===== src/rtl/riscv_pkg.sv =====
// Shared decode definitions for the issue block.
// Provides the RV32 opcode constants, the instruction-format enum used by the
// immediate generator and the hazard logic, the issue FSM state enum, and a
// helper that tells whether an instruction reads a given register.
package riscv_pkg;

  localparam logic [6:0] OPC_LOAD     = 7'b0000011;
  localparam logic [6:0] OPC_LOAD_FP  = 7'b0000111;
  localparam logic [6:0] OPC_OP_IMM   = 7'b0010011;
  localparam logic [6:0] OPC_AUIPC    = 7'b0010111;
  localparam logic [6:0] OPC_STORE    = 7'b0100011;
  localparam logic [6:0] OPC_STORE_FP = 7'b0100111;
  localparam logic [6:0] OPC_OP       = 7'b0110011;
  localparam logic [6:0] OPC_LUI      = 7'b0110111;
  localparam logic [6:0] OPC_BRANCH   = 7'b1100011;
  localparam logic [6:0] OPC_JALR     = 7'b1100111;
  localparam logic [6:0] OPC_JAL      = 7'b1101111;
  localparam logic [6:0] OPC_SYSTEM   = 7'b1110011;

  // FMT_NONE marks an unsupported opcode.
  typedef enum logic [2:0] {
    FMT_R, FMT_I, FMT_S, FMT_B, FMT_U, FMT_J, FMT_NONE
  } inst_fmt_e;

  typedef enum logic {
    ST_ISSUE,
    ST_BUBBLE
  } issue_state_e;

  // True when an instruction of format fmt sources register r.
  // SYSTEM is classified as R, so it is treated conservatively as reading rs1/rs2.
  function automatic logic reads_reg(input inst_fmt_e fmt, input logic [31:0] inst,
                                     input logic [4:0] r);
    logic rs1_used;
    logic rs2_used;
    rs1_used = fmt inside {FMT_R, FMT_I, FMT_S, FMT_B};
    rs2_used = fmt inside {FMT_R, FMT_S, FMT_B};
    return (rs1_used && (inst[19:15] == r)) || (rs2_used && (inst[24:20] == r));
  endfunction

endpackage


===== src/rtl/decode_issue_ctrl_imm_gen.sv =====
// imm_gen: purely combinational format classification and immediate extraction.
//   inst : 32-bit instruction word
//   fmt  : instruction format (FMT_NONE for unsupported opcodes)
//   imm  : sign-extended immediate; 0 for R/SYSTEM and unsupported opcodes
// Build option: RV_FP_EN makes FLW (I-format) and FSW (S-format) legal.
module imm_gen
  import riscv_pkg::*;
(
  input  logic [31:0] inst,
  output inst_fmt_e   fmt,
  output logic [31:0] imm
);

  // NOTE: every output gets a default before the case statements so no path
  // leaves it unassigned, which would otherwise infer a latch.
  always_comb begin
    fmt = FMT_NONE;
    imm = '0;

    case (inst[6:0])
      OPC_LOAD, OPC_OP_IMM, OPC_JALR: fmt = FMT_I;
      OPC_STORE:                      fmt = FMT_S;
      OPC_BRANCH:                     fmt = FMT_B;
      OPC_LUI, OPC_AUIPC:             fmt = FMT_U;
      OPC_JAL:                        fmt = FMT_J;
      OPC_OP, OPC_SYSTEM:             fmt = FMT_R;
`ifdef RV_FP_EN
      OPC_LOAD_FP:                    fmt = FMT_I;
      OPC_STORE_FP:                   fmt = FMT_S;
`else
      OPC_LOAD_FP, OPC_STORE_FP:      fmt = FMT_NONE;
`endif
      default:                        fmt = FMT_NONE;
    endcase

    case (fmt)
      FMT_I:   imm = {{20{inst[31]}}, inst[31:20]};
      FMT_S:   imm = {{20{inst[31]}}, inst[31:25], inst[11:7]};
      FMT_B:   imm = {{19{inst[31]}}, inst[31], inst[7], inst[30:25], inst[11:8], 1'b0};
      FMT_U:   imm = {inst[31:12], 12'b0};
      FMT_J:   imm = {{11{inst[31]}}, inst[31], inst[19:12], inst[20], inst[30:21], 1'b0};
      default: imm = '0;
    endcase
  end

endmodule


===== src/rtl/decode_issue_ctrl.sv =====
// decode_issue_ctrl: 2-entry fetch buffer, decode and issue register with a
// one-cycle load-use bubble.
// Ports:
//   clk, rst_n                      clock, asynchronous active-low reset
//   if_valid/if_ready/if_inst/if_pc fetch handshake and payload
//   flush                           discards everything held, highest priority
//   ex_ready                        execute accepts the issued instruction
//   id_valid, id_inst, id_pc, id_imm, id_rd, id_is_load, id_illegal
//                                   registered issue outputs
// Build option: RV_FP_EN enables FLW/FSW decode (FLW also counts as a load).
module decode_issue_ctrl
  import riscv_pkg::*;
#(
  parameter int XLEN = 32
) (
  input  logic            clk,
  input  logic            rst_n,
  input  logic            if_valid,
  output logic            if_ready,
  input  logic [XLEN-1:0] if_inst,
  input  logic [XLEN-1:0] if_pc,
  input  logic            flush,
  input  logic            ex_ready,
  output logic            id_valid,
  output logic [XLEN-1:0] id_inst,
  output logic [XLEN-1:0] id_pc,
  output logic [XLEN-1:0] id_imm,
  output logic [4:0]      id_rd,
  output logic            id_is_load,
  output logic            id_illegal
);

  typedef struct packed {
    logic [XLEN-1:0] inst;
    logic [XLEN-1:0] pc;
  } fetch_t;

  fetch_t          fifo_q [2];
  fetch_t          fifo_d [2];
  logic [1:0]      count_q, count_d;
  logic            wr_ptr_q, wr_ptr_d;
  logic            rd_ptr_q, rd_ptr_d;
  issue_state_e    state_q, state_d;
  logic            ld_pending_q, ld_pending_d;
  logic [4:0]      ld_rd_q, ld_rd_d;

  logic            id_valid_q, id_valid_d;
  logic [XLEN-1:0] id_inst_q, id_inst_d;
  logic [XLEN-1:0] id_pc_q, id_pc_d;
  logic [XLEN-1:0] id_imm_q, id_imm_d;
  logic [4:0]      id_rd_q, id_rd_d;
  logic            id_is_load_q, id_is_load_d;
  logic            id_illegal_q, id_illegal_d;

  fetch_t          head;
  inst_fmt_e       head_fmt;
  logic [31:0]     head_imm;
  logic            head_is_load;
  logic            push, pop, id_xfer, ld_record, hazard;

  assign head = fifo_q[rd_ptr_q];

  imm_gen u_imm_gen (
    .inst (head.inst),
    .fmt  (head_fmt),
    .imm  (head_imm)
  );

`ifdef RV_FP_EN
  assign head_is_load = (head.inst[6:0] == OPC_LOAD) || (head.inst[6:0] == OPC_LOAD_FP);
`else
  assign head_is_load = (head.inst[6:0] == OPC_LOAD);
`endif

  // In BUBBLE the register may already hold the dependent instruction; it is
  // hidden from execute until the load result can be forwarded.
  assign id_valid = id_valid_q && (state_q == ST_ISSUE);
  // rst_n gates if_ready so fetch sees no handshake while reset is asserted.
  assign if_ready = rst_n && (count_q < 2'd2) && !flush;
  assign push     = if_valid && if_ready;
  assign id_xfer  = id_valid && ex_ready;
  assign pop      = (count_q != 2'd0) && (state_q == ST_ISSUE) &&
                    (!id_valid_q || ex_ready) && !flush;

  // A load leaving this cycle and the load that left last cycle are both
  // checked against the head being popped now.
  assign ld_record = id_xfer && id_is_load_q && (id_rd_q != 5'd0);
  assign hazard    = (ld_record    && reads_reg(head_fmt, head.inst, id_rd_q)) ||
                     (ld_pending_q && reads_reg(head_fmt, head.inst, ld_rd_q));

  always_comb begin
    fifo_d       = fifo_q;
    wr_ptr_d     = wr_ptr_q;
    rd_ptr_d     = rd_ptr_q;
    state_d      = state_q;
    ld_pending_d = ld_record;
    ld_rd_d      = ld_record ? id_rd_q : ld_rd_q;

    if (push) begin
      fifo_d[wr_ptr_q] = '{inst: if_inst, pc: if_pc};
      wr_ptr_d         = ~wr_ptr_q;
    end
    if (pop) begin
      rd_ptr_d = ~rd_ptr_q;
    end
    count_d = count_q + {1'b0, push} - {1'b0, pop};

    case (state_q)
      ST_ISSUE:  if (pop && hazard) state_d = ST_BUBBLE;
      ST_BUBBLE: state_d = ST_ISSUE;
      default:   state_d = ST_ISSUE;
    endcase

    if (flush) begin
      count_d      = 2'd0;
      wr_ptr_d     = 1'b0;
      rd_ptr_d     = 1'b0;
      state_d      = ST_ISSUE;
      ld_pending_d = 1'b0;
    end
  end

  always_comb begin
    id_valid_d   = id_valid_q;
    id_inst_d    = id_inst_q;
    id_pc_d      = id_pc_q;
    id_imm_d     = id_imm_q;
    id_rd_d      = id_rd_q;
    id_is_load_d = id_is_load_q;
    id_illegal_d = id_illegal_q;

    if (pop) begin
      id_valid_d   = 1'b1;
      id_inst_d    = head.inst;
      id_pc_d      = head.pc;
      id_imm_d     = head_imm;
      id_rd_d      = head.inst[11:7];
      id_is_load_d = head_is_load;
      id_illegal_d = (head_fmt == FMT_NONE);
    end else if (id_xfer) begin
      id_valid_d = 1'b0;
    end

    if (flush) begin
      id_valid_d = 1'b0;
    end
  end

  // NOTE: sequential state uses non-blocking assignments so every flop samples
  // the pre-edge value of every other flop, independent of block ordering.
  always_ff @(posedge clk or negedge rst_n) begin
    if (!rst_n) begin
      count_q      <= 2'd0;
      wr_ptr_q     <= 1'b0;
      rd_ptr_q     <= 1'b0;
      state_q      <= ST_ISSUE;
      ld_pending_q <= 1'b0;
      ld_rd_q      <= 5'd0;
      id_valid_q   <= 1'b0;
      id_inst_q    <= '0;
      id_pc_q      <= '0;
      id_imm_q     <= '0;
      id_rd_q      <= 5'd0;
      id_is_load_q <= 1'b0;
      id_illegal_q <= 1'b0;
    end else begin
      count_q      <= count_d;
      wr_ptr_q     <= wr_ptr_d;
      rd_ptr_q     <= rd_ptr_d;
      state_q      <= state_d;
      ld_pending_q <= ld_pending_d;
      ld_rd_q      <= ld_rd_d;
      id_valid_q   <= id_valid_d;
      id_inst_q    <= id_inst_d;
      id_pc_q      <= id_pc_d;
      id_imm_q     <= id_imm_d;
      id_rd_q      <= id_rd_d;
      id_is_load_q <= id_is_load_d;
      id_illegal_q <= id_illegal_d;
    end
  end

  // NOTE: buffer storage has no reset; count and pointers decide which entries
  // are meaningful, so the payload flops can stay plain data registers.
  always_ff @(posedge clk) begin
    fifo_q <= fifo_d;
  end

  assign id_inst    = id_inst_q;
  assign id_pc      = id_pc_q;
  assign id_imm     = id_imm_q;
  assign id_rd      = id_rd_q;
  assign id_is_load = id_is_load_q;
  assign id_illegal = id_illegal_q;

endmodule


===== config.mk =====
export PLATFORM = sky130hd
export DESIGN_NAME = decode_issue_ctrl
export DESIGN_NICKNAME = d
export VERILOG_FILES = /design/src/rtl/riscv_pkg.sv /design/src/rtl/decode_issue_ctrl_imm_gen.sv /design/src/rtl/decode_issue_ctrl.sv
export SDC_FILE = /design/constraint.sdc
export NUM_CORES = 1
export LEC_CHECK = 0
export ABC_AREA = 1
export BUFFER_PORTS_ARGS = -buffer_cell sky130_fd_sc_hd__buf_2
export CORE_MARGIN = 8
export CORE_UTILIZATION = 55
export DETAILED_ROUTE_END_ITERATION = 6
export HOLD_SLACK_MARGIN = 0.12
export PLACE_DENSITY = 0.86
export SKIP_LAST_GASP = 1
export SYNTH_ARGS = -nofsm -noshare
export SYNTH_HDL_FRONTEND = slang
export SYNTH_HIERARCHICAL = 1
export SYNTH_SLANG_ARGS = --single-unit
export TNS_END_PERCENT = 50

===== constraint.sdc =====
create_clock -name clk -period 8.65 [get_ports clk]
set_input_delay 0.865 -clock clk [delete_from_list [all_inputs] [get_ports clk]]
set_output_delay 0.865 -clock clk [all_outputs]
set_load 0.02 [all_outputs]

==> impl_metrics.json <==
{
  "syn-num-nets": 1075,
  "finalMaxSlewViolations": 0,
  "dr_total_vias": 7370,
  "die_w_um": 151.0,
  "ios": 174,
  "post_drt_wl_per_cell_um": 16.87,
  "hold_slack_ps": 386.5,
  "synthMuxAreaShare_pct": 0,
  "finalCritPeriodShare_pct": 37.73,
  "setup_viol": 0,
  "grt_pass1_wl_mm": 37.03,
  "p_clk_share_pct": 27.4,
  "cp_top_family": "simple AND/OR/NAND/NOR gates",
  "p_int_mw": 2.434,
  "yosys_warnings": 6,
  "critical_path_class": "register to register",
  "critPathArrivalTime_ps": 3710,
  "syn_to_final_growth_pct": 18.04,
  "hpwl_mm": 16.21,
  "antenna_found_initial": 1,
  "cp_cell_sequence": "buf_4, nand2_1, nand2_1, nand2_2, nor2_4, nand2_2, nand2_1, inv_1, nand2_1, nand2_1, nor2_1, nand2_1, nor2_1, nand3_1, nand2_1, nand2_1, a21oi_2",
  "ys.flop_type": "edfxtp_1",
  "grt_pass1_vias": 7165,
  "first_iter_violations": 620,
  "drive_gt1_share_pct": 23.01,
  "wirelength_mm": 23.82,
  "clkSinkCount": 238,
  "cts_resized": 0,
  "power_density_mw_per_mm2": 336.5,
  "p_leak_nw": 5.784,
  "synthTopCellsByArea": "edfxtp_1 38%, dfrtp_1 27%, nand2_1 15%",
  "cts_tree": "yes",
  "final_nets": 1234,
  "cp_num_buf_inv": 2,
  "synth_top_family_by_area": "simple AND/OR/NAND/NOR gates",
  "synth_simple_gate_area_share_pct": 25.02,
  "portBuffers": 173,
  "async_flop_share_pct": 46.22,
  "route.detailed.drc": 0,
  "clockBufferDepth": 3,
  "outcome": "finished clean",
  "rrSetupSlack_ps": 5390,
  "p_comb_share_pct": 33.3,
  "reg2reg_depth": 17,
  "critical_path_required_ps": 9100,
  "core_mm2": 0.01790,
  "swShare_pct": 38.90,
  "post-cts-setup-buffer-count": 0,
  "path_max_fanout": 69,
  "hold_viol": 0,
  "syn-cell-area_mm2": 0.01003,
  "cap_violations": 0,
  "initial_utilization_pct": 56.01,
  "grtUsageTotal_pct": 20.68,
  "worst_pin_slew_ps": 1015,
  "rr_endpoint": "state_q$_DFF_PN0_",
  "synth_top_area_share_pct": 38.33,
  "slew_headroom_pct": 32.00,
  "r2r-start": "rd_ptr_q$_DFFE_PN0P_",
  "dp_cells": 1365,
  "synth_edf_count": 128,
  "numCtsBuffers": 25,
  "synth.most_common_cell": "nand2_1",
  "seqPwrFrac_pct": 39.3,
  "synth_compound_area_share_pct": 3.981,
  "synth_commonest_cells": "400 x nand2_1, 128 x edfxtp_1, 110 x dfrtp_1",
  "fin_cells": 1412,
  "fmax_mhz": 306.4,
  "yosysSeqAreaShare_pct": 65.78,
  "cp_slowest_cell": "buf_4",
  "firstDrtPassIters": 5,
  "crit_top_cell": "nand2_1",
  "synth_cells": 1004,
  "h-tree-depth": 1,
  "synth_top_cell_by_area": "edfxtp_1",
  "crit_path_start_kind": "register",
  "grt_max_degree": 95,
  "die_y_um": 151.0,
  "synth-adder-area-share_pct": 0.2496,
  "insertion_delay_ps": 530,
  "rows": 49,
  "synth_xor_area_share_pct": 0.1747,
  "critPathCaptureType": "register",
  "syn_avg_cell_area_um2": 9.987,
  "fin_crit_ps": 3264,
  "dieArea_mm2": 0.02281,
  "irDropWorstVdd_mv": 0.2665,
  "gp_congestion": 0.9007,
  "switchingPower_mw": 1.549,
  "grt_overflow": 0,
  "drt-vias-per-instance": 5.220,
  "hold_buffers": 0,
  "path_clk_slew_ps": 60,
  "rsz0062_at_grt": "no",
  "cts_root_buf": "clkbuf_16",
  "ant_nets": 0,
  "ys_types": 37,
  "cp_slowest_stage_delay_ps": 630,
  "hold_path.class": "input pin to async pin",
  "setup_tns_ps": 0,
  "ys_ff_latch": 238,
  "fin_skew_ps": 18.48
}
## layout make-up
class,count,area (um^2)
multi-input cells,670,2970
clock inverters,16,143.9
well taps,229,286.5
inverters,49,192.7
diodes,1,2.502
flip-flops and latches,238,6598
clock buffers,30,729.5
repair buffers,179,913.4
fillers,1382,6066
## power by group through the flow
stage | sequential (mW) | clock, mW | combinational (mW)
after CTS | 1.57 | 1.10 | 1.34
after global routing | 1.59 | 1.16 | 1.47
after global placement | 1.58 | 0 | 1.29
after floorplan | 1.76 | 0 | 0.735
final | 1.56 | 1.09 | 1.33
after detailed placement | 1.58 | 0 | 1.33
## metrics by stage
step	util (%)	instance area, um^2	power [mW]	setup WS (ps)
2_1_floorplan	-	10030	2.500	3743
3_5_place_dp	61.22	10960	2.914	4999
3_3_place_gp	61.22	10960	2.872	5066
5_1_grt	66.12	11840	4.214	5039
6_report	66.12	11840	3.983	5386
4_1_cts	66.10	11830	4.012	5414
## worst reg2reg max path, delay by kind of cell, from the launching register on
family	cells	cell delay, ps
buf+inv	2	700
simple gates	14	1930
flops	1	380
compound gates	1	170
## routing by layer
layer	vias up	share of wire [%]	global-route usage (%)
met2	289	48	34.20
met1	3460	41	27.04
met4	0	3.0	7.818
met3	45	7.8	3.346
met5	-	0	0
li1	3576	-	-
## placed cells by master (no fill, tap or decap), types with 5 or more instances in the layout
cell / instances
buf_2: 172
buf_4: 7
clkbuf_16: 29
clkinvlp_4: 6
dfrtp_1: 109
edfxtp_1: 128
inv_1: 41
nand2_1: 400
nand2_2: 23
nand3_1: 53
nand4_1: 5
nor2_1: 106
nor2_4: 6
o21ai_0: 16
o31ai_1: 33
## kinds of logic after synthesis
family          count (synthesis)
simple gates                  606
xor+xnor                        2
compound gates                 60
buf+inv                        96
flops                         238
fa+ha+maj                       2
## worst max path at each step
stage                                    start              endpoint  slack, ps  depth (start not counted)
after global placement                   rst_n  fifo_q[78]$_DFFE_PP_       5070                          5
after CTS                 rd_ptr_q$_DFFE_PN0P_     state_q$_DFF_PN0_       5410                         17
after global routing      rd_ptr_q$_DFFE_PN0P_     state_q$_DFF_PN0_       5040                         17
after detailed placement                 rst_n  fifo_q[78]$_DFFE_PP_       5000                          5
after floorplan                          flush   fifo_q[0]$_DFFE_PP_       3740                          3
final                     rd_ptr_q$_DFFE_PN0P_     state_q$_DFF_PN0_       5390                         17
## flip-flops by register name (all words and copies together) (netlist names), 2 cells and up
signal and cells:
id_pc 32, ld_rd_q 5, id_inst 32, fifo_q 128
id_imm 32, count_q 2
(Power assumes the default switching activity.)
